==> config.mk <==
export PLATFORM = sky130hd
export DESIGN_NAME = echo_collect
export DESIGN_NICKNAME = d
export VERILOG_FILES = /design/src/rtl/scanner_echo_pkg.sv /design/src/rtl/echo_slot_insert.sv /design/src/rtl/echo_collect.sv
export SDC_FILE = /design/constraint.sdc
export NUM_CORES = 1
export LEC_CHECK = 0
export BUFFER_PORTS_ARGS = -buffer_cell sky130_fd_sc_hd__buf_4
export CAP_MARGIN = 30
export CORE_ASPECT_RATIO = 1.4
export CORE_UTILIZATION = 41
export DETAILED_ROUTE_END_ITERATION = 8
export SLEW_MARGIN = 5
export SYNTH_ARGS = -nofsm -noshare
export SYNTH_HDL_FRONTEND = slang
export SYNTH_SLANG_ARGS = --single-unit
==> constraint.sdc <==
create_clock -name clk -period 2.1 [get_ports clk]
set_input_delay 0.105 -clock clk [delete_from_list [all_inputs] [get_ports clk]]
set_output_delay 0.105 -clock clk [all_outputs]
set_load 0.005 [all_outputs]
==> src/rtl/scanner_echo_pkg.sv <==
// Shared types and constants for the echo collector and its slot store.
package scanner_echo_pkg;
  localparam int DIST_W      = 16;
  localparam int PLS_W       = 8;
  localparam int MAX_ECHO    = 5;
  localparam int CNT_W       = 3;
  localparam int MIN_PLS     = 2;
  localparam int WIN_TIMEOUT = 2000;
  localparam int MIN_GAP     = 100;
  localparam int TMR_W       = 11;

  localparam logic [DIST_W-1:0] NO_ECHO_DIST = '0;

  typedef enum logic [1:0] {IDLE, COLLECT, EMIT, GAP} state_e;

  typedef struct packed {
    logic [DIST_W-1:0] distance;
    logic [PLS_W-1:0]  pluse;
  } slot_t;
endpackage

==> src/rtl/echo_slot_insert.sv <==
// Five-slot echo store: arrival-order append, or pulse-sorted insert when
// ECHO_STRONGEST_EN is defined. Also tracks stored count and overflow.
module echo_slot_insert
  import scanner_echo_pkg::*;
(
  input  logic                       clk,
  input  logic                       rst_n,
  input  logic                       clear,
  input  logic                       push,
  input  logic [DIST_W-1:0]          in_distance,
  input  logic [PLS_W-1:0]           in_pluse,
  output logic [MAX_ECHO*DIST_W-1:0] dist_flat,
  output logic [MAX_ECHO*PLS_W-1:0]  pls_flat,
  output logic [CNT_W-1:0]           count,
  output logic                       overflow
);
  slot_t [MAX_ECHO-1:0] slots_q, slots_d;
  logic [CNT_W-1:0]     count_q, count_d;
  logic                 ovf_q, ovf_d;
  slot_t                in_slot;
  logic                 full;

  assign in_slot = '{distance: in_distance, pluse: in_pluse};
  assign full    = (count_q == CNT_W'(MAX_ECHO));

`ifdef ECHO_STRONGEST_EN
  logic [CNT_W-1:0] ins_pos;
  logic             found;

  // First stored slot strictly weaker than the new echo; equal widths stay ahead.
  always_comb begin
    ins_pos = count_q;
    found   = 1'b0;
    for (int i = 0; i < MAX_ECHO; i++) begin
      if (!found && (CNT_W'(i) < count_q) && (in_pluse > slots_q[i].pluse)) begin
        ins_pos = CNT_W'(i);
        found   = 1'b1;
      end
    end
  end
`endif

  always_comb begin
    slots_d = slots_q;
    count_d = count_q;
    ovf_d   = ovf_q;
    if (clear) begin
      slots_d = '0;
      count_d = '0;
      ovf_d   = 1'b0;
    end else if (push) begin
      if (full) ovf_d = 1'b1;
      else      count_d = count_q + 1'b1;
`ifdef ECHO_STRONGEST_EN
      // ins_pos == MAX_ECHO means full and not stronger than slot4: drop.
      if (ins_pos == '0) slots_d[0] = in_slot;
      for (int i = 1; i < MAX_ECHO; i++) begin
        if (CNT_W'(i) == ins_pos)     slots_d[i] = in_slot;
        else if (CNT_W'(i) > ins_pos) slots_d[i] = slots_q[i-1];
      end
`else
      for (int i = 0; i < MAX_ECHO; i++) begin
        if (!full && (CNT_W'(i) == count_q)) slots_d[i] = in_slot;
      end
`endif
    end
  end

  always_ff @(posedge clk or negedge rst_n) begin
    if (!rst_n) begin
      slots_q <= '0;
      count_q <= '0;
      ovf_q   <= 1'b0;
    end else begin
      slots_q <= slots_d;
      count_q <= count_d;
      ovf_q   <= ovf_d;
    end
  end

  // Slot0 lands in the most significant field of each bus.
  always_comb begin
    dist_flat = '0;
    pls_flat  = '0;
    for (int i = 0; i < MAX_ECHO; i++) begin
      dist_flat[(MAX_ECHO-1-i)*DIST_W +: DIST_W] = slots_q[i].distance;
      pls_flat[(MAX_ECHO-1-i)*PLS_W +: PLS_W]    = slots_q[i].pluse;
    end
  end

  assign count    = count_q;
  assign overflow = ovf_q;
endmodule

==> src/rtl/echo_collect.sv <==
// Echo collector: per-fire measurement window, echo filtering, framed output.
// Define ECHO_STRONGEST_EN to keep the five strongest echoes instead of the first five.
module echo_collect
  import scanner_echo_pkg::*;
(
  input  logic                       clk,
  input  logic                       rst,
  input  logic                       fire,
  input  logic                       win_end,
  input  logic                       echo_valid,
  input  logic [DIST_W-1:0]          echo_distance,
  input  logic [PLS_W-1:0]           echo_pluse,
  output logic [MAX_ECHO*DIST_W-1:0] mult_distance,
  output logic [MAX_ECHO*PLS_W-1:0]  mult_pluse,
  output logic                       valid_m,
  output logic [CNT_W-1:0]           echo_cnt,
  output logic                       overflow,
  output logic                       fire_drop
);
  state_e                    state_q, state_d;
  logic [TMR_W-1:0]          tmr_q, tmr_d;
  logic [MAX_ECHO*DIST_W-1:0] mdist_q, mdist_d;
  logic [MAX_ECHO*PLS_W-1:0]  mpls_q, mpls_d;
  logic [CNT_W-1:0]          cnt_q, cnt_d;
  logic                      ovf_q, ovf_d;
  logic                      valid_q, valid_d;
  logic                      drop_q, drop_d;

  logic                      clear, push;
  logic [MAX_ECHO*DIST_W-1:0] slot_dist;
  logic [MAX_ECHO*PLS_W-1:0]  slot_pls;
  logic [CNT_W-1:0]          slot_cnt;
  logic                      slot_ovf;

  assign push = (state_q == COLLECT) && echo_valid &&
                (echo_distance != NO_ECHO_DIST) && (echo_pluse >= PLS_W'(MIN_PLS));

  echo_slot_insert u_slots (
    .clk        (clk),
    .rst_n      (rst),
    .clear      (clear),
    .push       (push),
    .in_distance(echo_distance),
    .in_pluse   (echo_pluse),
    .dist_flat  (slot_dist),
    .pls_flat   (slot_pls),
    .count      (slot_cnt),
    .overflow   (slot_ovf)
  );

  always_comb begin
    state_d = state_q;
    tmr_d   = tmr_q;
    mdist_d = mdist_q;
    mpls_d  = mpls_q;
    cnt_d   = cnt_q;
    ovf_d   = ovf_q;
    valid_d = 1'b0;
    clear   = 1'b0;
    drop_d  = fire && (state_q != IDLE);
    case (state_q)
      IDLE: begin
        if (fire) begin
          state_d = COLLECT;
          tmr_d   = '0;
          clear   = 1'b1;
        end
      end
      COLLECT: begin
        tmr_d = tmr_q + 1'b1;
        if (win_end || (tmr_q == TMR_W'(WIN_TIMEOUT - 1))) state_d = EMIT;
      end
      EMIT: begin
        mdist_d = slot_dist;
        mpls_d  = slot_pls;
        cnt_d   = slot_cnt;
        ovf_d   = slot_ovf;
        valid_d = 1'b1;
        tmr_d   = '0;
        state_d = GAP;
      end
      GAP: begin
        // Guard time so the downstream serializer finishes the previous frame.
        tmr_d = tmr_q + 1'b1;
        if (tmr_q == TMR_W'(MIN_GAP - 1)) state_d = IDLE;
      end
      default: state_d = IDLE;
    endcase
  end

  always_ff @(posedge clk or negedge rst) begin
    if (!rst) begin
      state_q <= IDLE;
      tmr_q   <= '0;
      mdist_q <= '0;
      mpls_q  <= '0;
      cnt_q   <= '0;
      ovf_q   <= 1'b0;
      valid_q <= 1'b0;
      drop_q  <= 1'b0;
    end else begin
      state_q <= state_d;
      tmr_q   <= tmr_d;
      mdist_q <= mdist_d;
      mpls_q  <= mpls_d;
      cnt_q   <= cnt_d;
      ovf_q   <= ovf_d;
      valid_q <= valid_d;
      drop_q  <= drop_d;
    end
  end

  assign mult_distance = mdist_q;
  assign mult_pluse    = mpls_q;
  assign echo_cnt      = cnt_q;
  assign overflow      = ovf_q;
  assign valid_m       = valid_q;
  assign fire_drop     = drop_q;
endmodule

==> impl_metrics.ini, run 1 <==
[finish]
n_antenna_cell = 0
final_area_mm2 = 0.01397
syn_to_final_growth_pct = 26.60
fin_util_pct = 53.16
final_cell_mix = dfrtp_1 (263), buf_4 (175), mux2_2 (126)
fin_nets = 1148
drive_above_1_share_pct = 34.99
final_common_cell = dfrtp_1

[timing]
hold_slack_ns = 0.02041
tightest_slew_ns = 0.6759
period_share_pct = 96.76
skew_ns = 0.01322
setup_viol = 0
slew_headroom_pct = 54.93
max_freq_mhz = 492.1
min_period_ns = 2.032
rsz0062_at_grt = false
slew_violations = 0
hold_viol_final = 0
tns_ns = 0
finalWorstSetupSlack_ns = 0.06794

[flow_run]
maxCapViolations = 0

[logic_synthesis]
async_flop_share_pct = 100.0
ys_seq_area_share_pct = 59.65
syn_area_mm2 = 0.01103
synth_ff_type = dfrtp_1
synth_cell_type_count = 50
synth_edf_count = 0
yosys_warnings = 0
synthesis.instances = 938
synth.net_count = 977
ys_ff_latch = 263
avgSynthCellArea_um2 = 11.76

[critical_path]
cp_top_family = buffers and inverters
worst-path-buf-inv = 3
cp_cell_sequence = dlygate4sd3_1 > buf_4 > or3_1 > buf_4 > o21ai_2 > o21ai_0 > a21oi_1
slowest_stage = o21ai_2
worst-path-max-fanout = 12
required_ns = 2.57
cp-start-kind = primary input
cp-end-kind = flop
worst_ep_arrival_time_ns = 2.50
slowest_delay_ns = 0.57
cp_common_cell = buf_4
r2r_setup_slack_ns = 0.08
worstSetupPathType = in2reg

[floorplan]
core_area_mm2 = 0.02628
rows = 70
ioPinCount = 155
die_h_um = 196.1
dieArea_mm2 = 0.02758
die_w_um = 140.6
initial_core_util_pct = 41.99

[drt]
routed_wl_mm = 31.27
drt_drc_violations_left = 0
ant_nets = 0
drt_iter0_drc = 603
vias = 8220
dr.pass1.iters = 5
vias_per_cell = 5.657
wl_per_cell_um = 21.52

[global_route]
grt_util_all_layers_pct = 22.69
antenna_found_initial = 0
grt_pass1_wl_mm = 47.93
grt_max_degree = 93
grt_pass1_vias = 8056
grt_overflow = 0

[power]
p_leak_nw = 6.557
powerDensity_mw_per_mm2 = 1263
peakVddDrop_mv = 0.7491

[clock_tree]
clkTransAtPathRegs_ns = 0.06
htree_levels = 1
clock_sinks = 263
clockBufferDepth = 3
root_buffer = clkbuf_16
clkLatencyLatePin_ns = 0.55
cts_tree = built
postCtsSetupBuffers = 0
cts_buffers = 27

[placed_design]
io_buffers = 154
hpwl_mm = 19.27
gp_congestion = 0.8280
dpl_cell_area_mm2 = 0.01280
place_ws_ns = 0.03627

[hold_path]
min_path_type = in2reg

[run_status]
status = finished clean
[final timing paths]
check	startpoint	endpoint	cells after the start
min in group asynchronous	rst	mult_pluse[9]	2
worst max register to register	tmr_q[0]	state_q[1]	5
worst min-delay path	echo_pluse[2]	u_slots.pls_flat[10]	4
worst max-delay path	echo_pluse[7]	u_slots.pls_flat[33]	7
worst min register to register	u_slots.overflow	u_slots.overflow	2
max in group asynchronous	rst	mult_distance[73]	3
[synthesized netlist by cell type (6+ instances only)]
library cell / count / share of area, %
a21oi_1: 122 / 5.5
a21oi_2: 7 / 0.56
buf_1: 6 / 0.20
buf_2: 12 / 0.54
buf_6: 9 / 0.92
clkbuf_1: 42 / 1.4
dfrtp_1: 263 / 60
ha_1: 10 / 1.1
inv_1: 6 / 0.20
mux2_2: 126 / 13
nand2_1: 12 / 0.41
nand3_1: 122 / 5.5
o21ai_0: 81 / 3.7
o21ai_1: 48 / 2.2
[routing by layer]
metal  GRT usage, %  up-vias  share of wire [%]
met1          30.70     4146                 42
met5              0        -                  0
met3          2.831       52                5.3
li1               -     3743                  -
met4          10.23        0                3.8
met2          36.52      279                 49
[where the power goes]
part / switching [W] / internal, W / total (W) / leakage, nW
Clock: 0.00202 / 0.00300 / 0.00501 / 0.455
Combinational: 0.00244 / 0.00288 / 0.00532 / 2.49
Sequential: 0.000821 / 0.00648 / 0.00730 / 3.61
[tightest hold or removal path, delay by kind of cell]
kind,cells,cell delay [ns]
compound gates,1,0.05
buf+inv,2,0.29
simple gates,1,0.07
[cells by family (layout without fill, tap and decap cells)]
| family | count (synthesis) | after routing | synth area share (%) |
|---|---|---|---|
| compound gates | 278 | 280 | 13.95 |
| flops | 263 | 263 | 59.65 |
| simple gates | 176 | 176 | 8.483 |
| mux | 127 | 127 | 12.95 |
| buf+inv | 83 | 272 | 3.754 |
| fa+ha+maj | 10 | 10 | 1.134 |
| xor+xnor | 1 | 1 | 0.07940 |
[stage by stage]
stage / instances / total power, W
2_1_floorplan: 938 / 0.01001
3_3_place_gp: 1381 / 0.01259
3_5_place_dp: 1381 / 0.01269
4_1_cts: 1451 / 0.01779
5_1_grt: 1453 / 0.01856
6_report: 1453 / 0.01764
[what timing repair did]
| item | CTS | global route |
|---|---|---|
| endpoints found under the setup margin | 0 | 55 |
| endpoints found under the hold margin | 239 | 0 |
| hold buffers | 21 | 0 |
| gates resized for setup | 0 | 3 |
[flip-flops by register name, indices dropped and copies added, names as in the netlist]
signal / flops
mult_pluse: 40
echo_cnt: 3
u_slots.count: 3
u_slots.dist_flat: 80
u_slots.overflow: 1
tmr_q: 11
overflow: 1
mult_distance: 80
valid_m: 1
u_slots.pls_flat: 40
state_q: 2
fire_drop: 1
[layout make-up]
type | instances | area [um2]
clock buffers | 35 | 745.7
clock inverters | 14 | 182.7
fillers | 2321 | 12310
inverters | 6 | 22.52
multi-input cells | 594 | 4091
flip-flops and latches | 263 | 6581
well taps | 324 | 405.4
repair buffers | 217 | 1939
Power figures use the tool's default switching activity.
==> run 2, diff against run 1 <==
- CTS_BUF_LIST: unset -> sky130_fd_sc_hd__clkbuf_16
==> run 2 against run 1 <==
Compared with the run above: total power down 0.92%; clock power down 3%; register-to-register slack about the same; first-iteration DRC count up 8.8%; global-route usage about the same; sequential share of layout area up 0.14 points; routed wire length up 0.33%; clock skew up 0.0013 ns; sequential power about the same; final cell count unchanged; maximum frequency down 0.22%; via count up 0.82%.
==> impl_metrics.ini, run 2 (same netlist as run 1, synthesis figures left out) <==
[run_status]
status = finished clean

[clock_tree]
htree_levels = 1
cts_buffers = 27
clockBufferDepth = 3
clkTransAtPathRegs_ns = 0.06
postCtsSetupBuffers = 0
cts_tree = built
root_buffer = clkbuf_16
clock_sinks = 263
clkLatencyLatePin_ns = 0.55

[critical_path]
cp_top_family = buffers and inverters
required_ns = 2.57
cp_common_cell = buf_4
worst-path-max-fanout = 12
worst_ep_arrival_time_ns = 2.51
cp_num_cells = 7
worst-path-buf-inv = 3
worstSetupPathType = in2reg
slowest_stage = o21ai_2
cp-start-kind = primary input
reg2reg_depth = 5
cp-end-kind = flop
cp_cell_sequence = dlygate4sd3_1 > buf_4 > or3_1 > buf_4 > o21ai_2 > o21ai_0 > a21oi_1
slowest_delay_ns = 0.58

[drt]
vias_per_cell = 5.703
wl_per_cell_um = 21.59
drt_iter0_drc = 656
routed_wl_mm = 31.38
ant_nets = 0
dr.pass1.iters = 4
vias = 8287
drt_drc_violations_left = 0

[hold_path]
min_path_type = in2reg
holdPathStages = 4

[timing]
skew_ns = 0.01454
max_freq_mhz = 491.0
tightest_slew_ns = 0.6872
setup_viol = 0
tns_ns = 0
rsz0062_at_grt = false
slew_violations = 0
min_period_ns = 2.037
hold_viol_final = 0
period_share_pct = 96.98
slew_headroom_pct = 54.18

[global_route]
grt_max_degree = 93
grt_pass1_wl_mm = 47.94
antenna_found_initial = 0
grt_util_all_layers_pct = 22.68
grt_overflow = 0
grt_pass1_vias = 8053

[finish]
fin_util_pct = 53.01
n_antenna_cell = 0
finalNonFillerCells = 1453
final_common_cell = dfrtp_1
fin_nets = 1148
drive_above_1_share_pct = 34.63
syn_to_final_growth_pct = 26.24
final_cell_mix = dfrtp_1 (263), buf_4 (175), mux2_2 (126)

[placed_design]
io_buffers = 154
hpwl_mm = 19.27
gp_congestion = 0.8280
place_inst = 1381

[floorplan]
ioPinCount = 155
core_area_mm2 = 0.02628
dieArea_mm2 = 0.02758
initial_core_util_pct = 41.99
die_w_um = 140.6
rows = 70
die_h_um = 196.1

[power]
peakVddDrop_mv = 0.7466
powerDensity_mw_per_mm2 = 1255
p_leak_nw = 6.551

[flow_run]
maxCapViolations = 0
run 2: cell count changes in the layout (fill, tap and decap cells not counted):
cell	change
clkbuf_1	-4
clkbuf_8	-4
inv_1	+4
clkinv_1	+4
run 2: path summary, 6_finish.rpt:
kind                                  startpoint                    to  slack [ns]
setup / recovery                   echo_pluse[7]  u_slots.pls_flat[33]        0.06
hold / removal                     echo_pluse[2]  u_slots.pls_flat[10]        0.02
setup reg to reg                        tmr_q[0]            state_q[1]        0.07
hold reg to reg            u_slots.dist_flat[44]     mult_distance[44]        0.50
max in group asynchronous                    rst     mult_distance[73]        1.18
min in group asynchronous                    rst         mult_pluse[9]        0.11
run 2: per-layer routing:
layer | up-vias | global-route usage [%] | part of all wire, %
li1 | 3736 | - | -
met1 | 4199 | 30.73 | 42
met2 | 304 | 36.50 | 49
met3 | 48 | 2.929 | 5.3
met4 | 0 | 9.944 | 3.6
met5 | - | 0 | 0
run 2: stage by stage:
stage	hold WS [ns]	total power (W)	instance area (um2)	setup WS, ns
3_3_place_gp	0.1066	0.01259	12800	0.07587
6_report	0.01931	0.01748	13930	0.06338
5_1_grt	0.02064	0.01839	13930	0.003881
3_5_place_dp	0.1067	0.01269	12800	0.03627
4_1_cts	0.003167	0.01761	13900	0.008350
2_1_floorplan	-0.1906	0.01001	11030	0.1092
run 2: where the power goes:
part           switching (W)  internal, W  leakage, nW
sequential          0.000825      0.00648         3.61
combinational        0.00244      0.00288         2.49
clock                0.00202      0.00283        0.449
total                0.00528       0.0122         6.55
run 2: cell type report:
cell class              count  area, um2
well taps                 324      405.4
clock inverters            22      212.7
multi-input cells         594       4091
fillers                  2333      12350
clock buffers              27      675.6
inverters                   6      22.52
repair buffers            217       1939
flip-flops and latches    263       6581
run 2: timing repair:
item / in CTS / in global routing
resized for setup: 0 / 3
endpoints found under the hold margin: 238 / 0
hold buffers: 21 / 0
setup endpoints to repair: 0 / 58
run 2: worst register-to-register path: cells and delay by family, from the launching register on:
kind	cells	cell delay, ns
AND/OR/NAND/NOR	1	0.60
AO/OA/AOI/OAI	2	0.45
flip-flops	1	0.38
multiplexers	1	0.32
adder cells (fa/ha/maj)	1	0.17
==> run 3, diff against run 2 <==
- clock period: 2.1 -> 2.36 ns (I/O delays scaled with it)
==> run 3 against run 2 <==
Compared with the run above: count of clock-buffer cells in the layout fell by 2; clock skew rose by 0.00078 ns; total power fell by 16%; combinational power fell by 17%; worst hold slack improved by 0.013 ns; critical path depth did not move; clock power fell by 21%; critical endpoint is now u_slots.dist_flat[31]; largest cell class unchanged; largest power group unchanged.
==> impl_metrics.ini, run 3 (same netlist as run 1, synthesis figures left out) <==
[clock_tree]
cts_resized = 0
cts_tree = built
cts_hold_buf = 19
clockBufferDepth = 3
postCtsSetupBuffers = 0
cts_buffers = 25
clkLatencyLatePin_ns = 0.53
clock_sinks = 263
clkTransAtPathRegs_ns = 0.07
root_buffer = clkbuf_16
htree_levels = 1

[global_route]
grt_overflow = 0
grt_pass1_wl_mm = 47.34
grt_util_all_layers_pct = 22.26
grt_max_degree = 84
grt_pass1_vias = 8076
antenna_found_initial = 0

[timing]
tns_ns = 0
rsz0062_at_grt = false
setup_viol = 0
hold_slack_ns = 0.03268
period_share_pct = 89.86
hold_viol_final = 0
slew_headroom_pct = 50.58
max_freq_mhz = 471.5
finalWorstSetupSlack_ns = 0.2392
skew_ns = 0.01531
tightest_slew_ns = 0.7356
slew_violations = 0
min_period_ns = 2.121

[finish]
drive_above_1_share_pct = 33.24
final_cell_mix = dfrtp_1 (263), buf_4 (176), mux2_2 (126)
final_area_mm2 = 0.01362
syn_to_final_growth_pct = 23.43
final_common_cell = dfrtp_1
n_antenna_cell = 0
fin_nets = 1136

[placed_design]
place_ws_ns = 0.2420
hpwl_mm = 19.23
dpl_cell_area_mm2 = 0.01267
gp_congestion = 0.8804
io_buffers = 154

[critical_path]
worst-path-buf-inv = 2
cp-end-kind = flop
required_ns = 2.75
slowest_stage = and2_0
cp_top_family = simple AND/OR/NAND/NOR gates
slowest_delay_ns = 0.44
cp-start-kind = flop
cp_cell_sequence = inv_1 > ha_1 > and2_0 > o2111ai_4 > buf_4 > o21ai_0 > a21oi_1
worstSetupPathType = reg2reg
worst_ep_arrival_time_ns = 2.51
worst-path-max-fanout = 24

[drt]
vias_per_cell = 5.665
wl_per_cell_um = 21.10
routed_wl_mm = 30.32
dr.pass1.iters = 5
ant_nets = 0
drt_iter0_drc = 626
drt_drc_violations_left = 0
vias = 8141

[power]
power.share.switching_pct = 30.46
powerDensity_mw_per_mm2 = 1083
peakVddDrop_mv = 0.6907
power.switching_w = 0.004491
combPwrFrac_pct = 30.0
power.share.clock_pct = 25.9
p_seq_share_pct = 44.1
finalPower_w = 0.01474
p_leak_nw = 6.423
intPower_w = 0.01025

[hold_path]
min_path_type = in2reg

[floorplan]
ioPinCount = 155
core_area_mm2 = 0.02628
rows = 70
initial_core_util_pct = 41.99
die_h_um = 196.1
dieArea_mm2 = 0.02758
die_w_um = 140.6

[run_status]
status = finished clean

[flow_run]
maxCapViolations = 0
-- run 3: cell types whose count changed in the layout (fill, tap and decap cells not counted), sizes merged --
cell	previous run	this run
bufinv	4	2
clkbuf	27	25
o21ai	136	134
inv	11	14
buf	196	190
clkinv	11	7
dlygate4sd3	21	19
clkinvlp	2	1
-- run 3: final cells by class --
| class | count | area (um2) |
|---|---|---|
| Sequential cell | 263 | 6581 |
| Inverter | 6 | 22.52 |
| Clock inverter | 18 | 130.1 |
| Clock buffer | 25 | 625.6 |
| Tap cell | 324 | 405.4 |
| Multi-Input combinational cell | 592 | 4066 |
| Fill cell | 2407 | 12660 |
| Timing Repair Buffer | 209 | 1787 |
-- run 3: layer usage --
metal / global-route usage (%) / vias up / part of all wire [%]
met3: 3.393 / 59 / 5.9
li1: - / 3701 / -
met2: 36.28 / 253 / 49
met1: 29.57 / 4128 / 41
met4: 9.380 / 0 / 4.0
met5: 0 / - / 0
-- run 3: stage by stage --
| step | utilization, % | instances |
|---|---|---|
| 2_1_floorplan | - | 938 |
| 3_3_place_gp | 48.23 | 1375 |
| 3_5_place_dp | 48.23 | 1375 |
| 4_1_cts | 51.83 | 1437 |
| 5_1_grt | 51.83 | 1437 |
| 6_report | 51.83 | 1437 |
-- run 3: path summary, 6_finish.rpt --
path / start / endpoint / slack, ns / depth (start not counted)
worst max-delay path: state_q[1] / u_slots.dist_flat[31] / 0.24 / 7
worst min-delay path: echo_valid / u_slots.count[1] / 0.03 / 5
worst max register to register: state_q[1] / u_slots.dist_flat[31] / 0.24 / 7
worst min register to register: u_slots.pls_flat[1] / mult_pluse[1] / 0.50 / 1
max in group asynchronous: rst / mult_distance[38] / 1.47 / 3
min in group asynchronous: rst / mult_pluse[12] / 0.16 / 2
-- run 3: power by group through the flow --
stage / clock, W / sequential [W] / combinational [W]
after floorplan: 0 / 0.00640 / 0.00250
after global placement: 0 / 0.00655 / 0.00438
after detailed placement: 0 / 0.00658 / 0.00446
after CTS: 0.00390 / 0.00651 / 0.00449
after global routing: 0.00406 / 0.00664 / 0.00485
final: 0.00382 / 0.00650 / 0.00442
-- run 3: worst register-to-register path: cells and delay by family (launching register included) --
| family | cells | cell delay, ns |
|---|---|---|
| AOI/OAI and AO/OA | 3 | 0.45 |
| adders and majority gates | 1 | 0.29 |
| buffers and inverters | 2 | 0.37 |
| DFF | 1 | 0.43 |
| and+or+nand+nor | 1 | 0.44 |
